File: config.mk
export PLATFORM = sky130hd
export DESIGN_NAME = calc_reader
export DESIGN_NICKNAME = d
export VERILOG_FILES = /design/src/rtl/calc_reader.sv
export SDC_FILE = /design/constraint.sdc
export NUM_CORES = 1
export LEC_CHECK = 0
export CAP_MARGIN = 20
export CORE_MARGIN = 2
export CORE_UTILIZATION = 52
export CTS_BUF_LIST = sky130_fd_sc_hd__clkbuf_16
export DETAILED_ROUTE_END_ITERATION = 7
export GPL_TIMING_DRIVEN = 0
export PLACE_DENSITY = 0.87
export SLEW_MARGIN = 15
export SYNTH_ARGS = -nofsm -noshare
export SYNTH_HDL_FRONTEND = slang
export SYNTH_SLANG_ARGS = --single-unit
File: constraint.sdc
create_clock -name clk -period 6.1 [get_ports clk]
set_input_delay 0.915 -clock clk [delete_from_list [all_inputs] [get_ports clk]]
set_output_delay 0.915 -clock clk [all_outputs]
set_load 0.005 [all_outputs]
File: src/rtl/calc_reader.sv
// calc_reader: sequences a 4-lane readout from a match accumulator and keeps
// the lane with the lowest signed score, score = g2sum - 2*fg.
//
// Ports:
//   clk, rst              clock; asynchronous active-high reset
//   start                 readout request, honoured only when idle
//   g2sum, gsum, fg, place  values for the lane the accumulator presents
//   finalstart            strobe: accumulator selects lane 0
//   valid                 strobe: accumulator advances to the next lane
//   busy, done            readout in progress / one-cycle completion pulse
//   best_place, best_score, best_valid  result of the last readout
//
// Optional feature: define CALC_READER_ZERO_SKIP_EN to exclude lanes whose
// gsum is zero from best selection. Default build treats every lane as eligible.
module calc_reader (
  input  logic        clk,
  input  logic        rst,
  input  logic        start,
  input  logic [13:0] g2sum,
  input  logic [10:0] gsum,
  input  logic [13:0] fg,
  input  logic [5:0]  place,
  output logic        finalstart,
  output logic        valid,
  output logic        busy,
  output logic        done,
  output logic [5:0]  best_place,
  output logic [15:0] best_score,
  output logic        best_valid
);

  typedef enum logic [2:0] {IDLE, STROBE, SETTLE, CAPTURE, FIN} state_t;

  state_t      state_q, state_d;
  logic [1:0]  lane_idx_q, lane_idx_d;
  logic [5:0]  best_place_q, best_place_d;
  logic [15:0] best_score_q, best_score_d;
  logic        best_valid_q, best_valid_d;

  logic [15:0] score;
  logic        eligible;

  // Range is -32766..16383, so 16-bit two's complement never wraps.
  assign score = {2'b00, g2sum} - {1'b0, fg, 1'b0};

`ifdef CALC_READER_ZERO_SKIP_EN
  assign eligible = (gsum != 11'd0);
`else
  logic unused_gsum;
  assign unused_gsum = ^gsum;
  assign eligible    = 1'b1;
`endif

  always_comb begin
    state_d      = state_q;
    lane_idx_d   = lane_idx_q;
    best_place_d = best_place_q;
    best_score_d = best_score_q;
    best_valid_d = best_valid_q;
    finalstart   = 1'b0;
    valid        = 1'b0;
    done         = 1'b0;
    case (state_q)
      IDLE: begin
        if (start) begin
          state_d      = STROBE;
          lane_idx_d   = 2'd0;
          best_place_d = 6'd0;
          best_score_d = 16'd0;
          best_valid_d = 1'b0;
        end
      end
      STROBE: begin
        finalstart = (lane_idx_q == 2'd0);
        valid      = (lane_idx_q != 2'd0);
        state_d    = SETTLE;
      end
      SETTLE:  state_d = CAPTURE;
      CAPTURE: begin
        // Strict less-than keeps the earlier lane on a tie.
        if (eligible && (!best_valid_q || ($signed(score) < $signed(best_score_q)))) begin
          best_place_d = place;
          best_score_d = score;
          best_valid_d = 1'b1;
        end
        if (lane_idx_q == 2'd3) begin
          state_d = FIN;
        end else begin
          lane_idx_d = lane_idx_q + 2'd1;
          state_d    = STROBE;
        end
      end
      FIN: begin
        done    = 1'b1;
        state_d = IDLE;
      end
      default: state_d = IDLE;
    endcase
  end

  always_ff @(posedge clk or posedge rst) begin
    if (rst) begin
      state_q      <= IDLE;
      lane_idx_q   <= 2'd0;
      best_place_q <= 6'd0;
      best_score_q <= 16'd0;
      best_valid_q <= 1'b0;
    end else begin
      state_q      <= state_d;
      lane_idx_q   <= lane_idx_d;
      best_place_q <= best_place_d;
      best_score_q <= best_score_d;
      best_valid_q <= best_valid_d;
    end
  end

  assign busy       = (state_q != IDLE);
  assign best_place = best_place_q;
  assign best_score = best_score_q;
  assign best_valid = best_valid_q;

endmodule

Word level (Yosys, flattened, before mapping)

Index checks and enable logic that the tools add are counted.

Flip-flop bits (word level): 28
Input port bits: 48
Output and inout bits: 27
Word-level logic and storage cells: 43

$add $sub $neg: 2
Order comparisons: 1
Eq/ne operators: 8
Muxes and demuxes: 18
Reductions and logical operators: 9

Operators with widths:

| operator                                                               | count |
|---|---|
| 16-bit two-way mux                                                     | 2 |
| 16-bit case mux with 2 select lines                                    | 1 |
| 16-bit less-than comparator                                            | 1 |
| 14-bit by 15-bit subtractor with 16-bit output                         | 1 |
| 6-bit two-way mux                                                      | 2 |
| 3-bit case mux with 4 select lines                                     | 1 |
| 6-bit case mux with 2 select lines                                     | 1 |
| 3-bit by 2-bit equality test with 1-bit output (second input constant) | 2 |
| 3-bit two-way mux                                                      | 2 |
| 2-bit inequality test (second input constant)                          | 3 |
| 3-bit AND reduction                                                    | 2 |
| 1-bit two-way mux                                                      | 5 |
| 2-bit two-way mux                                                      | 2 |
| 2-bit case mux with 2 select lines                                     | 1 |
| 2-bit nonzero test                                                     | 2 |
| 3-bit by 1-bit equality test with 1-bit output (second input constant) | 1 |
| 3-bit equality test (second input constant)                            | 1 |
| 3-bit logical NOT                                                      | 1 |
| 3-bit nonzero test                                                     | 1 |
| 2-bit by 1-bit adder with 2-bit output (second input constant)         | 1 |
| 2-bit equality test (second input constant)                            | 1 |
| 2-bit logical NOT                                                      | 1 |
| 1-bit case mux with 2 select lines                                     | 1 |
| 1-bit logical NOT                                                      | 1 |
| 1-bit logical OR                                                       | 1 |

Longest topological paths before layout

Depth after elaboration: 5
Mapped depth: 18
Depth with buffers taken out: 16

Worst setup path after synthesis

No wires, ideal clock.

Path type: input-to-reg
Start: input port g2sum[1]
End: register best_score_q[15], in the netlist best_score[15]
Library setup time: 0.125 ns
Arrival: 3.992 ns
Required time: 5.975 ns
Slack: 1.983 ns
Cell stages on the path: 15
Buffers on the path: 0
Cell sequence: inv_1 ha_1 fa_1 nor2b_4 o2111a_2 nor4b_4 o2111a_1 or3_4 ha_1 a21oi_1 o221ai_1 nand4_1 o21ai_2 nor2_2 mux2_2

Word-level cells in the longest chain between the ends: 5
Elaborated cells between the ends (all ways): 7
Those cells by class: add/sub (1); order compare (1); eq/ne (1); mux (2); reduce/logical (2)

RTL lines:

| item                                             | line | text |
|---|---|---|
| start: declaration                               | 19   | `input logic [13:0] g2sum,` |
| 14-bit by 15-bit subtractor with 16-bit output * | 44   | `assign score = {2'b00, g2sum} - {1'b0, fg, 1'b0};` |
| 16-bit less-than comparator                      | 81   | `if (eligible && (!best_valid_q \|\| ($signed(score) < $signed(best_score_q)))) begin` |
| 1-bit logical OR                                 | 81   |  |
| 2-bit inequality test (no line)                  | n/a  |  |
| 3-bit AND reduction (no line)                    | n/a  |  |
| end signal: assignment                           | 112  | `best_score_q <= best_score_d;` |
| end: declaration                                 | 37   | `logic [15:0] best_score_q, best_score_d;` |

Every way passes the cells marked *; elsewhere a longest branch is shown, timed or not. The select of a mux whose other input is x is not followed.
A chain may end at the register's enable or synchronous reset.

Worst setup path after layout

Start: input port g2sum[1]
End: register best_score_q[5], in the netlist best_score[5]

The elaborated chain is that of the path after synthesis.

==> flow_summary.toml <==
[detailed_routing]
via_count = 2321
first_pass_iters = 5
wirelength_mm = 5.97
postRouteAntennaNets = 0
drtIter0Drc = 157
vias_per_cell = 5.53
wl_per_cell_microns = 14.2
drc = 0

[yosys]
synthArstFlopShare_pct = 100
synth_edf_count = 0
synth.distinct_cells = 53
seq_area_frac_synth_pct = 28.2
ys_seq_elements = 28
synth_fp_nets = 380
ys.warnings.count = 0
syn_area_per_cell_sq_um = 8.25
synth_cells = 301
syn_area_sq_um = 2480
synth_ff_type = "dfrtp_1"

[critical_path]
cp-start-kind = "input port"
worst-path-max-fanout = 10
end_kind = "flip-flop"
rrSetupSlack_ps = 3690
required_ps = 6250
r2r_end = "best_score[5]"
critPathKind = "input port to flip-flop"
cp.arrival_ps = 4950
crit-reg2reg-launch = "best_score[15]"
r2r_cells = 10

[timing]
finalSetupViolations = 0
rsz0062_at_grt = "no"
timing_max_transition_violations_final = 0
max_slew_margin_pct = 62.2
skew_ps = 7.82
finalSetupTns_ps = 0
max_freq_ghz = 0.208
period_needed_ps = 4810
worst_pin_slew_ps = 566
finalCritPeriodShare_pct = 78.8
setup_slack_ps = 1290
finalHoldViolCount = 0

[floorplan]
fp-row-count = 25
initial_core_util_pct = 53.3
core_area_sq_um = 4660
die_x_microns = 73.1
die_h_microns = 73.1
dieArea_sq_um = 5350
ios = 75

[placed_design]
pre_cts_slack_ps = 1050
port_buffers = 62
dp_cells = 417
gp_congestion = 0.876
hpwl_mm = 4.79

[layout]
n_antenna_cell = 0
final_common_cell = "clkdlybuf4s50_1"
final_cell_mix = "62 x clkdlybuf4s50_1, 51 x inv_1, 30 x nand2_1, 30 x ha_1, 28 x dfrtp_1"
drive_above_1_share_pct = 5.46
final_cells = 420
nets = 447
area_delta_synth_final_pct = 30.7

[clock_tree]
cts_tree = "done"
cts_hold_buf = 0
htreeDepth = 1
cts_resized = 0
clock-sinks = 28
clk_pin_slew_ps = 70
cts_buffers = 3
worstSkewPairLatency_ps = 270
cts_root_buf = "clkbuf_16"
cts_setup_buffers = 0
clockBufferDepth = 2

[min_path]
min_path_cells = 2
hold_start = "best_place[1]"
min_to = "best_place[1]"
hp-class = "flip-flop to flip-flop"

[flow_run]
drv_cap = 0

[outcome]
outcome = "completed"

[global_routing]
grt_antenna_before_repair = 0
grt_pass1_vias = 2266
grtUsageTotal_pct = 24.2
grt_pass1_wl_mm = 10.2
grt_remaining_overflow = 0
grt_max_degree = 29

[power_and_ir_drop]
leakagePower_nw = 1.48
p_per_area_nw_per_um2 = 354
ir_worst_vdd_mv = 0.173
p_total_mw = 1.15
## registers in the layout (all words and copies together) (netlist names)
| name | cells |
|---|---|
| state_q | 3 |
| lane_idx_q | 2 |
| best_valid | 1 |
| best_place | 6 |
| best_score | 16 |
## critical path, stage by stage
cell and delay (ps):
clkdlybuf4s50_1 460, inv_1 40, ha_1 210, fa_1 440, nor2b_4 140, o2111a_2 230
nor4b_4 70, o2111a_1 230, or3_4 390, ha_1 330, nand4_1 130, a211oi_1 220
nand4_1 150, o21ai_2 350, or2_1 170, buf_2 180, buf_6 160, o21ai_0 110
## cell usage after synthesis, types with 2 or more instances
cell type | n | area [sq um]
buf_6 | 3 | 33.8
o211ai_1 | 2 | 15.0
o21ai_0 | 26 | 130
a211oi_1 | 5 | 37.5
xnor2_1 | 10 | 87.6
nand2b_1 | 5 | 31.3
xor2_1 | 2 | 17.5
inv_1 | 52 | 195
o21bai_1 | 2 | 15.0
o31a_1 | 2 | 17.5
nor2_1 | 19 | 71.3
and2_1 | 2 | 12.5
dfrtp_1 | 28 | 701
or3_1 | 2 | 12.5
nor3_1 | 4 | 20.0
o31ai_1 | 7 | 52.6
a21oi_1 | 16 | 80.1
nand3_1 | 3 | 15.0
nand4_1 | 5 | 31.3
nor2b_1 | 4 | 25.0
ha_1 | 30 | 375
mux2i_1 | 7 | 70.1
o21a_1 | 2 | 15.0
clkbuf_1 | 5 | 18.8
nand2_1 | 30 | 113
## kinds of logic after synthesis
kind of cell	synth area share [%]
AOI/OAI and AO/OA	20.7
xor gates and xnor gates	4.23
buffers and inverters	10.6
muxes	3.27
DFF	28.2
adders and majority gates	15.9
and+or+nand+nor	17.0
## how the worst max path moves through the flow
stage | from | end | slack (ps) | depth (start not counted)
3_3_place_gp | g2sum[1] | best_score[9] | 1270 | 17
5_1_grt | g2sum[1] | best_score[12] | 1000 | 17
4_1_cts | g2sum[1] | best_score[5] | 1290 | 18
3_5_place_dp | g2sum[1] | best_score[5] | 1050 | 18
2_1_floorplan | g2sum[1] | best_score[15] | 1980 | 15
6_report | g2sum[1] | best_score[5] | 1290 | 18
## routing by layer
| layer | GRT usage (%) | vias to the layer above | wire length, microns |
|---|---|---|---|
| li1 | - | 1153 | - |
| met5 | 0 | - | 0 |
| met2 | 42.8 | 67 | 3080 |
| met1 | 31.0 | 1094 | 2610 |
| met3 | 2.07 | 7 | 204 |
| met4 | 7.82 | 0 | 78 |
## layout make-up
| cell class | instances | area [sq um] |
|---|---|---|
| multi-input cells | 210 | 1520 |
| flip-flops and latches | 28 | 701 |
| inverters | 52 | 195 |
| plain buffers | 11 | 68.8 |
| fillers | 394 | 1410 |
| clock buffers | 3 | 75.1 |
| well taps | 54 | 67.6 |
| repair buffers | 62 | 621 |
## report_power, final
| group | leakage (nW) | switching [mW] | internal, mW |
|---|---|---|---|
| clock | 0.0370 | 0.0650 | 0.0873 |
| combinational | 1.07 | 0.372 | 0.334 |
| sequential | 0.366 | 0.0468 | 0.246 |
## stage by stage
stage | hold WS (ps) | area, sq um | util, %
floorplan | 493 | 2480 | -
global placement | 507 | 3170 | 68.1
detailed placement | 514 | 3170 | 68.1
CTS | 525 | 3250 | 69.7
global route | 557 | 3250 | 69.7
finish | 526 | 3250 | 69.7
Note: power is estimated with default switching activity, not from simulation.
